==> src/rtl/int_to_fp_seq.sv <==
// int_to_fp_seq: multi-cycle signed 32-bit integer to IEEE-754 single-precision
// converter. An iterative normaliser shifts the magnitude left (coarse steps of
// COARSE_SHIFT bits while the top bits are clear, otherwise single steps), then
// one rounding cycle applies round-to-nearest-even.
//
// Optional build macro: INT_TO_FP_INEXACT_EN adds the out_inexact port, which
// flags that the result was rounded (guard | sticky).
//
//   state | meaning
//   IDLE  | waiting for a request, in_ready high
//   NORM  | shifting mag left until bit 31 is set, tracking exp
//   ROUND | round-to-nearest-even on the normalised mantissa, build result
//   DONE  | holding out_valid/out_data until the consumer takes them

module int_to_fp_seq #(
    parameter int COARSE_SHIFT = 8
) (
    input  logic        clk,
    input  logic        rst_n,
    input  logic        in_valid,
    output logic        in_ready,
    input  logic [31:0] in_data,
    output logic        out_valid,
    input  logic        out_ready,
    output logic [31:0] out_data,
    output logic        busy
`ifdef INT_TO_FP_INEXACT_EN
    ,
    output logic        out_inexact
`endif
);

    typedef enum logic [1:0] {
        IDLE,
        NORM,
        ROUND,
        DONE
    } state_t;

    // Exponent of an operand whose leading one already sits in bit 31.
    localparam logic [7:0] EXP_TOP    = 8'd158;
    localparam logic [7:0] COARSE_EXP = 8'(COARSE_SHIFT);

    state_t      state;
    state_t      state_nxt;
    logic [31:0] mag;
    logic [7:0]  exp;
    logic        sign;

    logic        accept;
    logic [31:0] in_abs;
    logic        coarse_zero;
    logic [22:0] frac0;
    logic        guard;
    logic        sticky;
    logic        inc;
    logic [23:0] frac_sum;
    logic        carry;
    logic [22:0] frac_rnd;
    logic [7:0]  exp_rnd;

    assign in_ready = (state == IDLE);
    assign busy     = (state != IDLE);
    assign accept   = in_valid && in_ready;

    // 0x80000000 negates to itself, which is the correct unsigned magnitude.
    assign in_abs      = in_data[31] ? (~in_data + 32'd1) : in_data;
    assign coarse_zero = (mag[31 -: COARSE_SHIFT] == '0);

    // Round-to-nearest-even on the normalised magnitude; a carry out of the
    // fraction means the mantissa overflowed to 2.0, so bump the exponent.
    assign frac0    = mag[30:8];
    assign guard    = mag[7];
    assign sticky   = |mag[6:0];
    assign inc      = guard && (sticky || frac0[0]);
    assign frac_sum = {1'b0, frac0} + {23'd0, inc};
    assign carry    = frac_sum[23];
    assign frac_rnd = frac_sum[22:0];
    assign exp_rnd  = exp + {7'd0, carry};

    // State register.
    always_ff @(posedge clk or negedge rst_n) begin
        if (!rst_n) begin
            state <= IDLE;
        end else begin
            state <= state_nxt;
        end
    end

    // Next-state decode.
    always_comb begin
        state_nxt = state;
        case (state)
            IDLE: begin
                if (accept) begin
                    state_nxt = (in_data == 32'd0) ? DONE : NORM;
                end
            end
            NORM: begin
                if (mag[31]) begin
                    state_nxt = ROUND;
                end
            end
            ROUND: begin
                state_nxt = DONE;
            end
            DONE: begin
                if (out_valid && out_ready) begin
                    state_nxt = IDLE;
                end
            end
            default: begin
                state_nxt = IDLE;
            end
        endcase
    end

    // Datapath: operand capture, normalisation shifts, result register.
    always_ff @(posedge clk or negedge rst_n) begin
        if (!rst_n) begin
            mag       <= '0;
            exp       <= '0;
            sign      <= 1'b0;
            out_data  <= '0;
            out_valid <= 1'b0;
`ifdef INT_TO_FP_INEXACT_EN
            out_inexact <= 1'b0;
`endif
        end else begin
            case (state)
                IDLE: begin
                    if (accept) begin
                        sign <= in_data[31];
                        mag  <= in_abs;
                        exp  <= EXP_TOP;
                        // Zero skips normalisation; always +0, never -0.
                        if (in_data == 32'd0) begin
                            out_data  <= '0;
                            out_valid <= 1'b1;
`ifdef INT_TO_FP_INEXACT_EN
                            out_inexact <= 1'b0;
`endif
                        end
                    end
                end
                NORM: begin
                    if (!mag[31]) begin
                        if (coarse_zero) begin
                            mag <= mag << COARSE_SHIFT;
                            exp <= exp - COARSE_EXP;
                        end else begin
                            mag <= mag << 1;
                            exp <= exp - 8'd1;
                        end
                    end
                end
                ROUND: begin
                    out_data  <= {sign, exp_rnd, frac_rnd};
                    out_valid <= 1'b1;
`ifdef INT_TO_FP_INEXACT_EN
                    out_inexact <= guard | sticky;
`endif
                end
                DONE: begin
                    if (out_ready) begin
                        out_valid <= 1'b0;
                    end
                end
                default: begin
                    out_valid <= 1'b0;
                end
            endcase
        end
    end

endmodule
==> config.mk <==
export PLATFORM = sky130hd
export DESIGN_NAME = int_to_fp_seq
export DESIGN_NICKNAME = d
export VERILOG_FILES = /design/src/rtl/int_to_fp_seq.sv
export SDC_FILE = /design/constraint.sdc
export NUM_CORES = 1
export LEC_CHECK = 0
export CORE_MARGIN = 2
export CORE_UTILIZATION = 33
export DETAILED_ROUTE_END_ITERATION = 8
export GPL_TIMING_DRIVEN = 0
export PLACE_DENSITY_LB_ADDON = 0.3
export SLEW_MARGIN = 25
export SYNTH_ARGS = -nofsm -noshare
export SYNTH_HDL_FRONTEND = slang
export SYNTH_SLANG_ARGS = --single-unit
==> constraint.sdc <==
create_clock -name clk -period 3.35 [get_ports clk]
set_input_delay 0.67 -clock clk [delete_from_list [all_inputs] [get_ports clk]]
set_output_delay 0.67 -clock clk [all_outputs]
set_load 0.005 [all_outputs]
==> results_dict.tcl, run 1 <==
set metrics [dict create \
    num_vias 4390 \
    path_cells "clkdlybuf4s50_1, inv_1, ha_1, or3b_1, or4_4, nor4_1, mux2i_2, clkbuf_1, o2bb2ai_1" \
    clock-skew-final_ps 6.032 \
    final_common_cell "dfrtp_1" \
    path_clk_slew_ps 60 \
    area_growth_syn_to_layout_pct 24.94 \
    timing.fmax_ghz 0.3030 \
    crit_slowest_cell "or4_4" \
    finalSetupViolCount 0 \
    min_path_type "primary input to async pin" \
    finalCritPeriodShare_pct 98.51 \
    rsz0062_at_grt "no" \
    layout-drive-gt1-share_pct 6.807 \
    drtAntennaViolNets 0 \
    yosysWarnings 0 \
    n_antenna_cell 0 \
    max_stage_delay_ps 580 \
    wirelength_um 13730 \
    synth_edf_count 0 \
    clkLatencyLatePin_ps 340 \
    dr.pass1.iters 5 \
    root_buffer "clkbuf_16" \
    leakage_nw 2.461 \
    synthFlopType "dfrtp_1" \
    cts_buffer_depth 2 \
    cp_num_buf_inv 3 \
    required_ps 3570 \
    layout_common_cells "dfrtp_1 (76), clkdlybuf4s50_1 (69), nand2_1 (48)" \
    core-area_um2 14640 \
    cts_hold_buf 0 \
    viasPerCell 5.481 \
    placementRows 44 \
    postSynthCellCount 530 \
    finalNetCount 661 \
    die_h_um 127.0 \
    final-hold-violation-count 0 \
    maxSlewHeadroom_pct 50.11 \
    crit_path_end_kind "flop" \
    grt_pass1_wl_um 22340 \
    grt_pass1_vias 4114 \
    dieArea_um2 16120 \
    worst_pin_slew_ps 741.5 \
    arrival_ps 3520 \
    peakVddDrop_uv 308.5 \
    drt-wirelength-per-cell_um 17.14 \
    async_reset_ff_share_pct 100.0 \
    cts.htree.levels 3 \
    clock-sinks 76 \
    cts_tree "done" \
    placement.io_buffers 70 \
    crit_fanout 10 \
    place.gp.congestion 0.8799 \
    grt_overflow_total 0 \
    final_util_pct 42.58 \
    p_per_area_nw_per_um2 804.0 \
    synth.net_count 579 \
    synth-seq-cells 76 \
    outcome "complete, no violations" \
    cts_setup_buffers 0 \
    cp_top_family "simple AND/OR/NAND/NOR gates" \
    synth.avg_cell_area_um2 9.417 \
    syn_area_um2 4991 \
    drc 0 \
    dp_slack_ps -298.9 \
    crit_type "primary input to flop" \
    min_period_ps 3300 \
    synthDistinctLibCells 55 \
    io-pin-count 71 \
    slew_violations 0 \
    drtIter0Drc 350 \
    worst_slack_ps 49.90 \
    start_kind "primary input" \
    antenna_found_initial 0 \
    grt_start_max_net_pins 48 \
    cts_buffers 9 \
    grt_usage_pct 17.39 \
    die_w_um 127.0 \
    hpwl_um 10630 \
    start_util_pct 34.08 \
    drv_cap 0 \
    yosysSeqAreaShare_pct 38.10 \
]
## area by class of cell
class | instances | area [um^2]
repair buffers | 71 | 725.7
fillers | 1457 | 8408
clock buffers | 11 | 232.7
flip-flops and latches | 76 | 1902
well taps | 184 | 230.2
plain buffers | 35 | 152.6
multi-input cells | 392 | 2839
inverters | 27 | 101.3
clock inverters | 5 | 52.55
## kinds of logic after synthesis
logic type,Yosys count,synth area share [%]
AND/OR/NAND/NOR,158,17.05
buffers and inverters,62,5.089
adder cells (fa/ha/maj),13,3.259
XOR/XNOR,54,9.476
AO/OA/AOI/OAI,131,19.75
multiplexers,36,7.270
flip-flops,76,38.10
## synth_stat cells (9+ instances only)
cell type | count | area (um^2)
inv_1 | 26 | 97.59
mux2i_1 | 34 | 340.3
xnor2_1 | 21 | 183.9
o31ai_1 | 10 | 75.07
clkbuf_1 | 26 | 97.59
a2bb2oi_1 | 11 | 96.34
dfrtp_1 | 76 | 1902
ha_1 | 13 | 162.7
nor2_1 | 21 | 78.83
o2bb2ai_2 | 10 | 150.1
or3_1 | 9 | 56.30
o2bb2ai_1 | 9 | 78.83
o21ai_0 | 36 | 180.2
nand2_1 | 48 | 180.2
nor4_1 | 14 | 87.58
nand4_1 | 12 | 75.07
a21oi_1 | 15 | 75.07
xor2_1 | 33 | 289.0
nand3_1 | 9 | 45.04
## report_power, final
group          total (W)  switching (W)  internal (W)
combinational    0.00235        0.00121       0.00115
clock           0.000950       0.000377      0.000573
sequential       0.00171       0.000400       0.00131
total            0.00501        0.00198       0.00303
## layer usage
metal | vias to the layer above | global-route usage, % | share of wire, %
met5 | - | 0 | 0
met4 | 0 | 6.399 | 2.1
met3 | 17 | 3.350 | 7.0
met2 | 184 | 25.84 | 43
met1 | 2074 | 25.20 | 47
li1 | 2115 | - | -
## per-stage QoR
step / instances / hold slack (ps) / area (um^2) / TNS (ps) / power, W
6_report: 801 / 256.8 / 6236 / 0 / 0.005014
5_1_grt: 801 / 283.6 / 6236 / 0 / 0.005367
4_1_cts: 801 / 267.3 / 6232 / 0 / 0.005025
3_5_place_dp: 785 / 485.0 / 5947 / -9260 / 0.004060
3_3_place_gp: 784 / 491.5 / 5922 / -82530 / 0.003992
2_1_floorplan: 530 / 374.4 / 4991 / 0 / 0.003083
## worst paths after layout
kind | start | end | slack, ps | cells past startpoint
min | rst_n | out_data[29] | 260 | 1
max | in_data[0] | out_data[8] | 50 | 9
min reg2reg | out_data[22] | out_data[22] | 500 | 1
min in group clk | out_data[22] | out_data[22] | 500 | 1
max reg2reg | mag[10] | out_data[29] | 280 | 12
max in group asynchronous | rst_n | state[1] | 2530 | 2
## registers in the layout, indices dropped and copies added (netlist names)
name	count
mag	32
sign	1
exp	8
out_valid	1
state	2
out_data	32
## timing repair
item,4_1_cts,5_1_grt
hold endpoints to repair,0,0
gates resized for setup,0,1
endpoints found under the setup margin,0,12
No activity file was read; power rests on OpenSTA's default activity.
==> run 2: changes to the inputs <==
--- a/config.mk
+++ b/config.mk
@@ -10,6 +10,7 @@
 export DETAILED_ROUTE_END_ITERATION = 8
 export GPL_TIMING_DRIVEN = 0
 export PLACE_DENSITY_LB_ADDON = 0.3
+export SKIP_LAST_GASP = 1
 export SLEW_MARGIN = 25
 export SYNTH_ARGS = -nofsm -noshare
 export SYNTH_HDL_FRONTEND = slang
==> results of run 2 <==
Final layout, timing and power as in run 1 (identical DEF).
==> run 3: changes to the inputs <==
--- a/config.mk
+++ b/config.mk
@@ -5,6 +5,7 @@
 export SDC_FILE = /design/constraint.sdc
 export NUM_CORES = 1
 export LEC_CHECK = 0
+export CORE_ASPECT_RATIO = 1.1
 export CORE_MARGIN = 2
 export CORE_UTILIZATION = 33
 export DETAILED_ROUTE_END_ITERATION = 8
==> run 3 against run 2 <==
Worst hold slack gained 39 ps; combinational power grew 3%; clock power is 25% higher; maximum frequency rose by 1.2%; routed wire length is 6.4% higher; largest cell class unchanged; highest routed layer unchanged.
==> results_dict.tcl, run 3 (synthesis results as in run 1) <==
set metrics [dict create \
    min_period_ps 3261 \
    finalNetCount 661 \
    slew_violations 0 \
    p_per_area_nw_per_um2 836.3 \
    worst_pin_slew_ps 1038 \
    dieArea_um2 16130 \
    wirelength_um 14610 \
    dr.pass1.iters 4 \
    crit_type "primary input to flop" \
    grt_start_max_net_pins 40 \
    layout-drive-gt1-share_pct 7.618 \
    min_path_type "primary input to async pin" \
    placement.io_buffers 70 \
    biggestRegsByFlops "mag (32), out_data (32), exp (8)" \
    leakage_nw 2.503 \
    antenna_found_initial 0 \
    peakVddDrop_uv 290.3 \
    grt_usage_pct 18.46 \
    timing.fmax_ghz 0.3067 \
    finalCritPeriodShare_pct 97.33 \
    path_clk_slew_ps 60 \
    report.power.total_w 0.005300 \
    die_w_um 121.3 \
    cts_setup_buffers 0 \
    drv_cap 0 \
    hpwl_um 11000 \
    final_common_cell "dfrtp_1" \
    area_growth_syn_to_layout_pct 26.97 \
    clock-sinks 76 \
    finalInstanceArea_um2 6337 \
    maxSlewHeadroom_pct 30.78 \
    outcome "complete, no violations" \
    io-pin-count 71 \
    root_buffer "clkbuf_16" \
    cts.htree.levels 3 \
    arrival_ps 3440 \
    start_util_pct 33.41 \
    cts_buffers 9 \
    final-hold-violation-count 0 \
    finalSetupTns_ps 0 \
    die_h_um 133.0 \
    placementRows 47 \
    clock-skew-final_ps 6.063 \
    n_antenna_cell 0 \
    n_fill_cell 1493 \
    viasPerCell 5.510 \
    placed_area_um2 5954 \
    place.gp.congestion 0.8793 \
    cts_tree "done" \
    layout_common_cells "dfrtp_1 (76), clkdlybuf4s50_1 (69), nand2_1 (48)" \
    cts_buffer_depth 2 \
    start_kind "primary input" \
    drtIter0Drc 340 \
    finalSetupViolCount 0 \
    core-area_um2 14940 \
    crit_path_end_kind "flop" \
    grt_pass1_vias 4454 \
    drc 0 \
    drtAntennaViolNets 0 \
    required_ps 3530 \
    crit_fanout 10 \
    clkLatencyLatePin_ps 340 \
    num_vias 4480 \
    drt-wirelength-per-cell_um 17.96 \
    grt_pass1_wl_um 23320 \
    grt_overflow_total 0 \
]
## run 3: worst paths after layout
kind | start | endpoint | slack, ps | depth (start not counted)
max in group asynchronous | rst_n | exp[1] | 2470 | 2
worst min register to register | out_data[18] | out_data[18] | 490 | 1
worst max-delay path | in_data[0] | mag[20] | 90 | 9
min in group clk | out_data[18] | out_data[18] | 490 | 1
worst max register to register | mag[10] | out_data[29] | 360 | 12
worst min-delay path | rst_n | out_data[29] | 300 | 1
## run 3: routing by layer
layer  global-route usage (%)  wire (um)  vias to the layer above  part of all wire, %
met1                    24.44       6404                     2189                   44
li1                         -          -                     2098                    -
met3                    3.448        824                       32                  5.6
met2                    29.24       6944                      161                   48
met5                        0          0                        -                    0
met4                    8.365        432                        0                  3.0
## run 3: final cells by class
type	instances	area (um^2)	area share, %
Multi-Input combinational cell	392	2853	45.01
Clock buffer	9	225.2	3.554
Sequential cell	76	1902	30.01
Inverter	27	101.3	1.599
Buffer	35	153.9	2.428
Tap cell	196	245.2	3.870
Timing Repair Buffer	71	718.2	11.33
Clock inverter	7	138.9	2.192
## run 3: what timing repair did
action	in CTS	in global routing
hold endpoints to repair	0	0
endpoints found under the setup margin	0	13
hold buffers	0	0
gates resized for setup	0	5
## run 3: worst max-delay path: stages
cell and delay [ps]:
clkdlybuf4s50_1 450, inv_1 90, ha_1 190, or3b_1 440
or4_4 580, clkbuf_1 260, o21ai_0 290, xor2_1 290
o221ai_1 170
## run 3: through the flow
step                utilization (%)  hold slack [ps]  cells  setup slack, ps
floorplan                         -            374.4    530            502.8
global placement              39.75            481.1    796            -1061
detailed placement            39.86            477.5    797           -275.6
CTS                           42.30            311.1    813            84.18
global route                  42.43            342.4    813           -72.08
finish                        42.43            296.3    813            89.48
## run 3: report_power, final
group | total, W | switching, W | internal [W]
combinational | 0.00241 | 0.00126 | 0.00115
clock | 0.00119 | 0.000386 | 0.000801
sequential | 0.00170 | 0.000393 | 0.00131
total | 0.00530 | 0.00204 | 0.00326
